`src/rtl/csr_file_pkg.sv`:
```
// Shared CSR addresses, write masks, field positions and small helpers
// for the write-back CSR file and its timer.
package csr_file_pkg;

    localparam logic [13:0] CSR_CRMD   = 14'h0000;
    localparam logic [13:0] CSR_PRMD   = 14'h0001;
    localparam logic [13:0] CSR_ECFG   = 14'h0004;
    localparam logic [13:0] CSR_ESTAT  = 14'h0005;
    localparam logic [13:0] CSR_ERA    = 14'h0006;
    localparam logic [13:0] CSR_BADV   = 14'h0007;
    localparam logic [13:0] CSR_EENTRY = 14'h000C;
    localparam logic [13:0] CSR_TLBEHI = 14'h0011;
    localparam logic [13:0] CSR_SAVE0  = 14'h0030;
    localparam logic [13:0] CSR_SAVE1  = 14'h0031;
    localparam logic [13:0] CSR_SAVE2  = 14'h0032;
    localparam logic [13:0] CSR_SAVE3  = 14'h0033;
    localparam logic [13:0] CSR_TID    = 14'h0040;
    localparam logic [13:0] CSR_TCFG   = 14'h0041;
    localparam logic [13:0] CSR_TVAL   = 14'h0042;
    localparam logic [13:0] CSR_TICLR  = 14'h0044;
    localparam logic [13:0] CSR_LLBCTL = 14'h0060;

    localparam logic [31:0] CRMD_WMASK   = 32'h0000_01FF;
    localparam logic [31:0] PRMD_WMASK   = 32'h0000_0007;
    localparam logic [31:0] ECFG_WMASK   = 32'h0000_1BFF;
    localparam logic [31:0] EENTRY_WMASK = 32'hFFFF_FFC0;
    localparam logic [31:0] TLBEHI_WMASK = 32'hFFFF_E000;

    localparam int CRMD_DA       = 3;
    localparam int CRMD_PG       = 4;
    localparam int CRMD_IE       = 2;
    localparam int TICLR_CLR     = 0;
    localparam int LLBCTL_WCLLB  = 1;
    localparam int LLBCTL_KLO    = 2;
    localparam int TCFG_EN       = 0;
    localparam int TCFG_PERIODIC = 1;

    localparam logic [5:0] ECODE_TLBR = 6'h3F;

    typedef enum logic [1:0] {
        EVT_NONE = 2'd0,
        EVT_EXCP = 2'd1,
        EVT_ERTN = 2'd2
    } csr_evt_t;

    typedef enum logic {
        TMR_IDLE = 1'b0,
        TMR_RUN  = 1'b1
    } tmr_state_t;

    function automatic logic [31:0] csr_wmask(input logic [31:0] old_val,
                                              input logic [31:0] new_val,
                                              input logic [31:0] mask);
        return (old_val & ~mask) | (new_val & mask);
    endfunction

    // An exception commit shadows a simultaneous ERTN.
    function automatic csr_evt_t csr_evt_decode(input logic excp, input logic ertn);
        csr_evt_t evt;
        if (excp) begin
            evt = EVT_EXCP;
        end else if (ertn) begin
            evt = EVT_ERTN;
        end else begin
            evt = EVT_NONE;
        end
        return evt;
    endfunction

endpackage

```
`src/rtl/csr_timer.sv`:
```
// Stable timer: holds TCFG, counts TVAL down in RUN and raises a one-cycle
// set pulse for ESTAT.IS[11] on the edge where TVAL goes 1 -> 0.
module csr_timer #(
    parameter int TIMER_W = 32
) (
    input  logic               i_clk,
    input  logic               i_rst,
    input  logic               i_tcfg_we,
    input  logic [31:0]        i_tcfg_wdata,
    output logic [31:0]        o_tcfg,
    output logic [TIMER_W-1:0] o_tval,
    output logic               o_timer_set
);
    import csr_file_pkg::*;

    localparam logic [TIMER_W-1:0] TV_ZERO = {TIMER_W{1'b0}};
    localparam logic [TIMER_W-1:0] TV_ONE  = TIMER_W'(1);

    tmr_state_t          r_state;
    logic [31:0]         r_tcfg;
    logic [TIMER_W-1:0]  r_tval;

    logic [TIMER_W-1:0]  w_load_val;
    logic [TIMER_W-1:0]  w_reload_val;
    logic                w_tval_one;
    logic                w_tval_zero;

    assign w_load_val   = {i_tcfg_wdata[TIMER_W-1:2], 2'b00};
    assign w_reload_val = {r_tcfg[TIMER_W-1:2], 2'b00};
    assign w_tval_one   = (r_tval == TV_ONE);
    assign w_tval_zero  = (r_tval == TV_ZERO);

    // Timer FSM; a TCFG write restarts the counter and overrides any tick.
    always_ff @(posedge i_clk) begin
        if (i_rst) begin
            r_state <= TMR_IDLE;
            r_tcfg  <= 32'h0000_0000;
            r_tval  <= TV_ZERO;
        end else if (i_tcfg_we) begin
            r_tcfg  <= i_tcfg_wdata;
            r_tval  <= w_load_val;
            r_state <= (i_tcfg_wdata[TCFG_EN] && (w_load_val != TV_ZERO)) ? TMR_RUN : TMR_IDLE;
        end else begin
            case (r_state)
                TMR_RUN: begin
                    if (w_tval_one) begin
                        r_tval  <= TV_ZERO;
                        r_state <= r_tcfg[TCFG_PERIODIC] ? TMR_RUN : TMR_IDLE;
                    end else if (w_tval_zero) begin
                        r_tval  <= w_reload_val;
                    end else begin
                        r_tval  <= r_tval - TV_ONE;
                    end
                end
                TMR_IDLE: begin
                    r_tval  <= r_tval;
                end
                default: begin
                    r_state <= TMR_IDLE;
                end
            endcase
        end
    end

    assign o_tcfg      = r_tcfg;
    assign o_tval      = r_tval;
    assign o_timer_set = (r_state == TMR_RUN) && w_tval_one && !i_tcfg_we;

endmodule

```
`src/rtl/csr_file.sv`:
```
// Architectural CSR file at the end of WB: masked software writes, exception
// and ERTN field updates, interrupt sampling, LL/SC bit and timer.
module csr_file #(
    parameter int TIMER_W = 32
) (
    input  logic        clk,
    input  logic        rst,
    input  logic        we,
    input  logic [13:0] waddr,
    input  logic [31:0] wdata,
    input  logic [13:0] raddr,
    output logic [31:0] rdata,
    input  logic        excp_flush,
    input  logic        ertn_flush,
    input  logic [5:0]  ecode,
    input  logic [8:0]  esubcode,
    input  logic [31:0] era_i,
    input  logic        va_error,
    input  logic [31:0] bad_va,
    input  logic        excp_tlb,
    input  logic [18:0] excp_tlb_vppn,
    input  logic        excp_tlbrefill,
    input  logic        llbit_we,
    input  logic        llbit_value,
    input  logic [7:0]  hw_int,
    input  logic        ipi,
    output logic [31:0] eentry_o,
    output logic [31:0] era_o,
    output logic [1:0]  plv_o,
    output logic        llbit_o,
    output logic        has_int
);
    import csr_file_pkg::*;

    logic [31:0]        r_crmd;
    logic [31:0]        r_prmd;
    logic [12:0]        r_lie;
    logic [1:0]         r_is_sw;
    logic [7:0]         r_is_hw;
    logic               r_is_timer;
    logic               r_is_ipi;
    logic [5:0]         r_ecode;
    logic [8:0]         r_esubcode;
    logic [31:0]        r_era;
    logic [31:0]        r_badv;
    logic [25:0]        r_eentry;
    logic [18:0]        r_vppn;
    logic [31:0]        r_save [4];
    logic [31:0]        r_tid;
    logic               r_llbit;
    logic               r_klo;

    csr_evt_t           w_evt;
    logic               w_excp;
    logic               w_ertn;
    logic               w_wr_crmd;
    logic               w_wr_prmd;
    logic               w_wr_ecfg;
    logic               w_wr_estat;
    logic               w_wr_era;
    logic               w_wr_badv;
    logic               w_wr_eentry;
    logic               w_wr_tlbehi;
    logic               w_wr_save;
    logic               w_wr_tid;
    logic               w_wr_tcfg;
    logic               w_wr_llbctl;
    logic               w_ticlr;
    logic [31:0]        w_crmd_sw;
    logic [31:0]        w_prmd_sw;
    logic [31:0]        w_crmd_nxt;
    logic [31:0]        w_prmd_nxt;
    logic [12:0]        w_is;
    logic [31:0]        w_estat;
    logic [31:0]        w_llbctl;
    logic [31:0]        w_tcfg;
    logic [TIMER_W-1:0] w_tval;
    logic               w_timer_set;

    assign w_evt  = csr_evt_decode(excp_flush, ertn_flush);
    assign w_excp = (w_evt == EVT_EXCP);
    assign w_ertn = (w_evt == EVT_ERTN);

    assign w_wr_crmd   = we && (waddr == CSR_CRMD);
    assign w_wr_prmd   = we && (waddr == CSR_PRMD);
    assign w_wr_ecfg   = we && (waddr == CSR_ECFG);
    assign w_wr_estat  = we && (waddr == CSR_ESTAT);
    assign w_wr_era    = we && (waddr == CSR_ERA);
    assign w_wr_badv   = we && (waddr == CSR_BADV);
    assign w_wr_eentry = we && (waddr == CSR_EENTRY);
    assign w_wr_tlbehi = we && (waddr == CSR_TLBEHI);
    assign w_wr_save   = we && (waddr[13:2] == CSR_SAVE0[13:2]);
    assign w_wr_tid    = we && (waddr == CSR_TID);
    assign w_wr_tcfg   = we && (waddr == CSR_TCFG);
    assign w_wr_llbctl = we && (waddr == CSR_LLBCTL);
    assign w_ticlr     = we && (waddr == CSR_TICLR) && wdata[TICLR_CLR];

    csr_timer #(
        .TIMER_W (TIMER_W)
    ) u_timer (
        .i_clk        (clk),
        .i_rst        (rst),
        .i_tcfg_we    (w_wr_tcfg),
        .i_tcfg_wdata (wdata),
        .o_tcfg       (w_tcfg),
        .o_tval       (w_tval),
        .o_timer_set  (w_timer_set)
    );

    assign w_crmd_sw = w_wr_crmd ? csr_wmask(r_crmd, wdata, CRMD_WMASK) : r_crmd;
    assign w_prmd_sw = w_wr_prmd ? csr_wmask(r_prmd, wdata, PRMD_WMASK) : r_prmd;

    // CRMD/PRMD next state: software write first, trap events override their fields.
    always_comb begin
        w_crmd_nxt = w_crmd_sw;
        w_prmd_nxt = w_prmd_sw;
        case (w_evt)
            EVT_EXCP: begin
                w_prmd_nxt[2:0] = r_crmd[2:0];
                w_crmd_nxt[2:0] = 3'b000;
                w_crmd_nxt[CRMD_PG:CRMD_DA] = excp_tlbrefill ? 2'b01 : w_crmd_sw[CRMD_PG:CRMD_DA];
            end
            EVT_ERTN: begin
                w_crmd_nxt[2:0] = r_prmd[2:0];
                w_crmd_nxt[CRMD_PG:CRMD_DA] = (r_ecode == ECODE_TLBR) ? 2'b10 : w_crmd_sw[CRMD_PG:CRMD_DA];
            end
            default: begin
                w_crmd_nxt = w_crmd_sw;
                w_prmd_nxt = w_prmd_sw;
            end
        endcase
    end

    // Mode registers.
    always_ff @(posedge clk) begin
        if (rst) begin
            r_crmd <= 32'h0000_0008;
            r_prmd <= 32'h0000_0000;
        end else begin
            r_crmd <= w_crmd_nxt;
            r_prmd <= w_prmd_nxt;
        end
    end

    // ESTAT: sampled interrupt lines, software IS bits, timer flag and cause.
    always_ff @(posedge clk) begin
        if (rst) begin
            r_is_sw    <= 2'b00;
            r_is_hw    <= 8'h00;
            r_is_timer <= 1'b0;
            r_is_ipi   <= 1'b0;
            r_ecode    <= 6'h00;
            r_esubcode <= 9'h000;
        end else begin
            r_is_hw  <= hw_int;
            r_is_ipi <= ipi;
            if (w_wr_estat) begin
                r_is_sw <= wdata[1:0];
            end else begin
                r_is_sw <= r_is_sw;
            end
            if (w_timer_set) begin
                r_is_timer <= 1'b1;
            end else if (w_ticlr) begin
                r_is_timer <= 1'b0;
            end else begin
                r_is_timer <= r_is_timer;
            end
            if (w_excp) begin
                r_ecode    <= ecode;
                r_esubcode <= esubcode;
            end else begin
                r_ecode    <= r_ecode;
                r_esubcode <= r_esubcode;
            end
        end
    end

    // Data CSRs; exception-supplied values beat a same-cycle software write.
    always_ff @(posedge clk) begin
        if (rst) begin
            r_lie    <= 13'h0000;
            r_era    <= 32'h0000_0000;
            r_badv   <= 32'h0000_0000;
            r_eentry <= 26'h000_0000;
            r_vppn   <= 19'h0_0000;
            r_tid    <= 32'h0000_0000;
            for (int i = 0; i < 4; i++) begin
                r_save[i] <= 32'h0000_0000;
            end
        end else begin
            if (w_wr_ecfg) begin
                r_lie <= wdata[12:0] & ECFG_WMASK[12:0];
            end else begin
                r_lie <= r_lie;
            end
            if (w_excp) begin
                r_era <= era_i;
            end else if (w_wr_era) begin
                r_era <= wdata;
            end else begin
                r_era <= r_era;
            end
            if (w_excp && va_error) begin
                r_badv <= bad_va;
            end else if (w_wr_badv) begin
                r_badv <= wdata;
            end else begin
                r_badv <= r_badv;
            end
            if (w_excp && excp_tlb) begin
                r_vppn <= excp_tlb_vppn;
            end else if (w_wr_tlbehi) begin
                r_vppn <= wdata[31:13];
            end else begin
                r_vppn <= r_vppn;
            end
            if (w_wr_eentry) begin
                r_eentry <= wdata[31:6];
            end else begin
                r_eentry <= r_eentry;
            end
            if (w_wr_tid) begin
                r_tid <= wdata;
            end else begin
                r_tid <= r_tid;
            end
            if (w_wr_save) begin
                r_save[waddr[1:0]] <= wdata;
            end
        end
    end

    // LL/SC bit: ERTN (without KLO) > WB llbit update > software clear.
    always_ff @(posedge clk) begin
        if (rst) begin
            r_llbit <= 1'b0;
            r_klo   <= 1'b0;
        end else begin
            if (w_ertn && !r_klo) begin
                r_llbit <= 1'b0;
            end else if (llbit_we) begin
                r_llbit <= llbit_value;
            end else if (w_wr_llbctl && wdata[LLBCTL_WCLLB]) begin
                r_llbit <= 1'b0;
            end else begin
                r_llbit <= r_llbit;
            end
            if (w_ertn) begin
                r_klo <= 1'b0;
            end else if (w_wr_llbctl) begin
                r_klo <= wdata[LLBCTL_KLO];
            end else begin
                r_klo <= r_klo;
            end
        end
    end

    assign w_is     = {r_is_ipi, r_is_timer, 1'b0, r_is_hw, r_is_sw};
    assign w_estat  = {1'b0, r_esubcode, r_ecode, 3'b000, w_is};
    assign w_llbctl = {29'h0000_0000, r_klo, 1'b0, r_llbit};

    // Combinational read port; TICLR and unmapped addresses read as zero.
    always_comb begin
        rdata = 32'h0000_0000;
        case (raddr)
            CSR_CRMD:   rdata = r_crmd;
            CSR_PRMD:   rdata = r_prmd;
            CSR_ECFG:   rdata = {19'h0_0000, r_lie};
            CSR_ESTAT:  rdata = w_estat;
            CSR_ERA:    rdata = r_era;
            CSR_BADV:   rdata = r_badv;
            CSR_EENTRY: rdata = {r_eentry, 6'b00_0000};
            CSR_TLBEHI: rdata = {r_vppn, 13'h0000} & TLBEHI_WMASK;
            CSR_SAVE0, CSR_SAVE1, CSR_SAVE2, CSR_SAVE3:
                        rdata = r_save[raddr[1:0]];
            CSR_TID:    rdata = r_tid;
            CSR_TCFG:   rdata = w_tcfg;
            CSR_TVAL:   rdata = 32'(w_tval);
            CSR_LLBCTL: rdata = w_llbctl;
            default:    rdata = 32'h0000_0000;
        endcase
    end

    assign eentry_o = {r_eentry, 6'b00_0000} & EENTRY_WMASK;
    assign era_o    = r_era;
    assign plv_o    = r_crmd[1:0];
    assign llbit_o  = r_llbit;
    assign has_int  = (|(w_is & r_lie)) & r_crmd[CRMD_IE];

endmodule

```
`config.mk`:
```
export PLATFORM = sky130hd
export DESIGN_NAME = csr_file
export DESIGN_NICKNAME = d
export VERILOG_FILES = /design/src/rtl/csr_file_pkg.sv /design/src/rtl/csr_timer.sv /design/src/rtl/csr_file.sv
export SDC_FILE = /design/constraint.sdc
export NUM_CORES = 1
export LEC_CHECK = 0
export CAP_MARGIN = 20
export CORE_AREA = 3 3 289 234
export CTS_CLUSTER_DIAMETER = 120
export DETAILED_ROUTE_END_ITERATION = 8
export DIE_AREA = 0 0 292 237
export PLACE_DENSITY = 0.58
export SYNTH_ARGS = -nofsm -noshare
export SYNTH_HDL_FRONTEND = slang
export SYNTH_HIERARCHICAL = 1
export SYNTH_SLANG_ARGS = --single-unit
```
`constraint.sdc`:
```
create_clock -name clk -period 10.3 [get_ports clk]
set_input_delay 3.09 -clock clk [delete_from_list [all_inputs] [get_ports clk]]
set_output_delay 3.09 -clock clk [all_outputs]
set_load 0.05 [all_outputs]
```
==> run summary, run 1 <==
Ys async rst share = 0
DR DRC count = 0
CTS clk-pin slew, worst paths = 0.06 ns
Final #Nets = 2381
Fin crit share = 0.928
Fmax achieved = 0.105 GHz
Worst Setup Slack, final = 0.741 ns
Number of synthesized register bits = 387
Hold buffers post-CTS = 0
Post-synth EDFFs = 128
P_leak = 8.17 nW
Die Width = 292 um
H-tree depth = 2
Hold wc startpoint = r_tid[5]
Post-CTS Setup Bufs = 0
Minimum clock period = 9.56 ns
Worst R2R Setup Slack = 7.16 ns
CTS-repair resized insts = 0
Area of the multi-input gates = 0.00962 mm2
Chip height = 237 um
Mapped Area = 0.0194 mm2
Hold Path Depth = 2
Clk Latency, worst-skew pair = 0.59 ns
Seq/Total Area, Yosys = 0.466
Synth Flop Type = dfxtp_1
Crit-path most repeated cell = clkdlybuf4s50_1
Fin. Hold Viols = 0
RR Endpoint = u_timer/o_tval[7]
Slowest stage delay, CP = 0.85 ns
Least-Margin Pin Slew = 1.08 ns
Core region area = 0.0653 mm2
Rows = 84
Via-to-Cell Ratio = 5.96
RSZ-0062 raised after global routing = false
Dpl hpwl = 59.2 mm
GPL Wtd Cong = 0.933
Commonest non-fill, non-tap cell in the layout = dfxtp_1
Unique masters post-synth = 79
Congestion Overflow GR = 0
Global-route wire length before repair = 123 mm
P&R area growth vs syn = 27.5%
Max Slew Vio Count = 0
Hold EP = r_tid[5]
Vias = 18400
Yosys warnings = 6
Iter 0 DRT Violations = 2752
TNS Setup = 0 ns
Antenna violations before repair = 2
Worst Reg-to-Reg Cells = 6
CP required = 7.21 ns
Slew HR = 0.282
Peak VDD IR = 0.000123 V
Synth top area share = 0.267
Clock sinks = 387
Power density over the cells = 149 mW/mm2
Top post-synthesis cells by area = dfxtp_1 27%, edfxtp_1 20%, a22oi_1 4.5%
Cells after synthesis = 2003
CTS Buf Count = 45
Vias in the first global route = 17300
Power, Total = 0.00368 W
Crit path cell chain = clkdlybuf4s50_1, or4_1, nor3_2, o2bb2ai_1, a221o_1, clkdlybuf4s50_1
Proportion of layout cells with a drive suffix above 1 = 0.114
Io pins = 277
Max cap viols = 0
CP top delay family = simple AND/OR/NAND/NOR gates
CTS root buffer = clkbuf_16
Final Skew = 0.0250 ns
Port bufs = 270
Status = complete, no violations
GRT Util Overall = 0.238
Worst R2R Start = u_timer/o_tval[10]
Syn Area/Cell = 9.68 um2
Routed wire length = 85.5 mm
Seq. cell area = 0.00903 mm2
Largest net degree at the start of global routing = 91
CTS tree = done
Buf+Inv Stages, Crit Path = 2
Critical path class = input port to output port
Setup violators final = 0
Clock Path Buffers = 3
Hold Crit Class = register to register
Die ar. = 0.0692 mm2
Starting Density = 0.297
Yosys top cell by area = dfxtp_1
Critical Path AT = 6.47 ns
Detail Route Antenna Nets = 0
CP max-delay cell = clkdlybuf4s50_1
Initial DRT Pass Iterations = 9
# fillers = 6390
Place WS = 0.815 ns
WL/cell = 27.6 um
Critical Path End Type = output port
Crit Path Max Fanout = 9
Crit start category = input port
Most frequent cells in the layout = 259 x dfxtp_1, 239 x clkdlybuf4s50_1, 151 x nor2_1
## Yosys cell counts, drive strengths merged (35+ instances only)
master and n:
nand2 124, edfxtp 128, nand3 101, nand4 36, buf 57, nor2 154, a22oi 117, dfxtp 259
clkbuf 142, a21oi 112, mux2i 80, and2 132, nor4 35, o21ai 111
## cell type report
class	count	share of cell area
multi-input cells	1414	0.389
flip-flops and latches	387	0.365
repair buffers	345	0.140
clock buffers	60	0.0507
well taps	860	0.0435
clock inverters	22	0.0103
inverters	8	0.00121
diodes	1	0.000101
## layer usage
layer	part of all wire	routed length, um	track usage
met5	0.00015	13	0
met4	0.030	2560	0.0742
met3	0.12	10500	0.0681
met2	0.42	36000	0.341
met1	0.43	36500	0.343
## sequential cells by signal, indices dropped and copies added, names as in the netlist, 2 cells and up
| name | flops |
|---|---|
| r_save | 128 |
| r_lie | 12 |
| u_timer/o_tval | 32 |
| r_is_hw | 8 |
| r_vppn | 19 |
| r_is_sw | 2 |
| r_badv | 32 |
| r_ecode | 6 |
| r_esubcode | 9 |
| u_timer/o_tcfg | 32 |
| era_o | 32 |
| r_crmd | 9 |
| r_eentry | 26 |
| r_tid | 32 |
| r_prmd | 3 |
## kinds of logic (layout without fill, tap and decap cells)
group / count (synthesis) / count (layout) / share of synthesized area
AOI/OAI and AO/OA: 568 / 568 / 0.202
xor gates and xnor gates: 11 / 11 / 0.00497
adders and majority gates: 3 / 3 / 0.00194
buffers and inverters: 207 / 435 / 0.0461
DFF: 387 / 387 / 0.466
muxes: 117 / 117 / 0.0825
other: 1 / 7 / 0.000193
and+or+nand+nor: 709 / 709 / 0.197
## per-stage QoR
stage | cells | util | instance area, um2 | hold WS, ns
after CTS | 3095 | 0.379 | 24700 | 0.474
after global placement | 3009 | 0.355 | 23200 | 0.460
final | 3097 | 0.379 | 24700 | 0.476
after floorplan | 2008 | - | 19400 | 0.450
after detailed placement | 3013 | 0.356 | 23200 | 0.466
after global routing | 3096 | 0.379 | 24700 | 0.493
## report_power, final
group	switching [W]	internal, W	total, W
combinational	0.000218	0.000138	0.000356
clock	0.000682	0.000983	0.00167
sequential	0.0000362	0.00163	0.00166
total	0.000936	0.00275	0.00368
## worst min-delay path, delay by kind of cell, from the launching register on
| family | cells | cell delay, ns |
|---|---|---|
| compound gates | 2 | 0.12 |
| flops | 1 | 0.30 |
## worst max path at each step
stage | end | from | depth (start not counted)
4_1_cts | rdata[29] | raddr[9] | 6
3_5_place_dp | rdata[29] | raddr[9] | 6
3_3_place_gp | rdata[29] | raddr[9] | 7
6_report | rdata[29] | raddr[9] | 6
2_1_floorplan | rdata[3] | raddr[0] | 8
5_1_grt | rdata[29] | raddr[9] | 6
Note: power is estimated with default switching activity, not from simulation.
==> run 2: changes to the inputs <==
--- a/config.mk
+++ b/config.mk
@@ -7,10 +7,12 @@
 export LEC_CHECK = 0
 export CAP_MARGIN = 20
 export CORE_AREA = 3 3 289 234
+export CTS_BUF_LIST = sky130_fd_sc_hd__clkbuf_8
 export CTS_CLUSTER_DIAMETER = 120
 export DETAILED_ROUTE_END_ITERATION = 8
 export DIE_AREA = 0 0 292 237
 export PLACE_DENSITY = 0.58
+export SKIP_CTS_REPAIR_TIMING = 1
 export SYNTH_ARGS = -nofsm -noshare
 export SYNTH_HDL_FRONTEND = slang
 export SYNTH_HIERARCHICAL = 1
==> run 2 against run 1 <==
- global-route usage up 0.14 points
- worst setup slack improved by 0.0030 ns
- sequential share of layout area is 0.080 points higher
- clock power decreased by 9%
- combinational power hardly changed
- critical path depth stayed put
- die area is the same
- clock skew grew 0.0054 ns
- via count up 0.63%
- count of clock-buffer cells in the layout up 29
- maximum frequency hardly changed
- worst hold slack is essentially flat
- critical path type unchanged
==> run summary, run 2 (synthesis results as in run 1) <==
Peak VDD IR = 0.0000737 V (-40%)
GPL Wtd Cong = 0.933 (unchanged)
Largest Register = r_save
Slew HR = 0.276 (-0.00632)
Hold Path Depth = 2 (unchanged)
Die ar. = 0.0692 mm2 (unchanged)
Hold Crit Class = register to register
Detail Route Antenna Nets = 0 (unchanged)
Setup violators final = 0 (unchanged)
Port bufs = 270 (unchanged)
Proportion of layout cells with a drive suffix above 1 = 0.126 (+0.0118)
Int Pwr = 0.00260 W (-5.5%)
Core region area = 0.0653 mm2 (unchanged)
Antenna violations before repair = 3 (+1)
CP max-delay cell = clkdlybuf4s50_1
Commonest non-fill, non-tap cell in the layout = dfxtp_1
M2 GR Usage = 0.339 (-0.00122)
Status = complete, no violations
Rows = 84 (unchanged)
Clk Latency, worst-skew pair = 0.66 ns (+0.07 ns)
CTS Buf Count = 70 (+56%)
Grt met1 use = 0.343 (about the same)
Iter 0 DRT Violations = 2464 (-10%)
Critical Path End Type = output port
RSZ-0062 raised after global routing = false
Crit start category = input port
CTS tree = done
DR DRC count = 0 (unchanged)
P&R area growth vs syn = 27.2%
Fmax achieved = 0.105 GHz (about the same)
P_leak = 8.28 nW (+1.4%)
Power density over the cells = 144 mW/mm2 (-3.6%)
Largest net degree at the start of global routing = 91 (unchanged)
Final #Nets = 2406 (+1.0%)
Initial DRT Pass Iterations = 7 (-2)
M3 GR Usage = 0.0725 (+0.00441)
Final core utilization = 0.378 (-0.000824)
Slowest stage delay, CP = 0.86 ns (about the same)
Power share of the clock group = 0.430 (-0.022)
Vias = 18600 (+0.63%)
Vias in the first global route = 17500 (+1.3%)
Least-Margin Pin Slew = 1.09 ns (+0.00947 ns)
H-tree depth = 3 (+1)
Sequential share of power = 0.469 (+0.018)
CTS root buffer = clkbuf_8
# fillers = 6429 (+0.61%)
Die Width = 292 um (unchanged)
Post-Layout Cell Count = 3142 (+1.5%)
Congestion Overflow GR = 0 (unchanged)
WL/cell = 27.3 um (-1.2%)
Critical Path AT = 6.47 ns (about the same)
Max Slew Vio Count = 0 (unchanged)
Final Skew = 0.0305 ns (+0.00544 ns)
Share of total power in combinational logic = 0.100 (+0.003)
TNS Setup = 0 ns (unchanged)
Fin crit share = 0.928 (about the same)
Crit Path Max Fanout = 9 (unchanged)
Global-route wire length before repair = 124 mm (+0.37%)
Clock sinks = 387 (unchanged)
Critical path class = input port to output port
Most frequent cells in the layout = 259 x dfxtp_1, 239 x clkdlybuf4s50_1, 151 x nor2_1
CP required = 7.21 ns (about the same)
Crit-path most repeated cell = clkdlybuf4s50_1
GRT Util Overall = 0.239 (+0.00141)
NetSw = 0.000946 W (+1.1%)
Dpl hpwl = 59.2 mm (unchanged)
Crit path cell chain = clkdlybuf4s50_1, or4b_2, nor3_2, o2bb2ai_1, a221o_1, clkdlybuf4s50_1
Minimum clock period = 9.56 ns (-0.00300 ns)
Starting Density = 0.297 (unchanged)
Worst Reg-to-Reg Cells = 6 (unchanged)
Max reg flops = 128 (unchanged)
Chip height = 237 um (unchanged)
Fin. Hold Viols = 0 (unchanged)
Io pins = 277 (unchanged)
Clock Path Buffers = 3 (unchanged)
Sw Share = 0.267 (+0.0130)
Max cap viols = 0 (unchanged)
Routed wire length = 85.7 mm (+0.22%)
Via-to-Cell Ratio = 5.91 (-0.81%)
CTS clk-pin slew, worst paths = 0.05 ns (about the same)
Placed insts = 3013 (unchanged)
Most used routing layer = met1
[run 2: changes by cell type in the layout (fill, tap and decap cells not counted), sizes merged]
cell	before	now
clkbuf	61	90
clkinv	12	2
bufinv	5	2
inv	11	40
[run 2: metal layers]
layer | routed length [um] | vias up
met3 | 9790 | 165
met1 | 37300 | 9170
met4 | 2680 | 2
met5 | 10 | -
li1 | - | 8079
met2 | 36000 | 1144
[run 2: path summary, 6_finish.rpt]
check                      from                 to  slack (ns)
max reg2reg  u_timer/o_tval[10]  u_timer/o_tval[9]        7.14
min                    r_tid[5]           r_tid[5]        0.48
max                    raddr[5]          rdata[29]        0.74
min reg2reg            r_tid[5]           r_tid[5]        0.48
[run 2: layout make-up]
| type | count | area (um2) | area share |
|---|---|---|---|
| Multi-Input combinational cell | 1414 | 9620 | 0.390 |
| Sequential cell | 387 | 9030 | 0.366 |
| Clock buffer | 89 | 1220 | 0.0496 |
| Inverter | 8 | 30.0 | 0.00122 |
| Antenna cell | 1 | 2.50 | 0.000101 |
| Clock inverter | 38 | 230 | 0.00933 |
| Tap cell | 860 | 1080 | 0.0436 |
| Timing Repair Buffer | 345 | 3470 | 0.140 |
[run 2: stage by stage]
step	instance area, um2	setup slack, ns	total power (W)	hold slack [ns]
4_1_cts	24700	0.795	0.00356	0.473
6_report	24700	0.744	0.00354	0.476
5_1_grt	24700	0.744	0.00365	0.494
3_3_place_gp	23200	0.860	0.00204	0.460
3_5_place_dp	23200	0.815	0.00204	0.466
2_1_floorplan	19400	1.66	0.00184	0.450
[run 2: worst max-delay path, delay by kind of cell]
family,cells,cell delay (ns)
simple gates,2,1.51
compound gates,2,0.46
buf+inv,2,1.40
[run 2: power by group through the flow]
stage                     combinational [W]  sequential (W)  clock, W
after floorplan                    0.000139         0.00170         0
after global placement             0.000346         0.00169         0
after detailed placement           0.000349         0.00169         0
after CTS                          0.000350         0.00166   0.00154
after global routing               0.000372         0.00167   0.00161
final                              0.000355         0.00166   0.00152
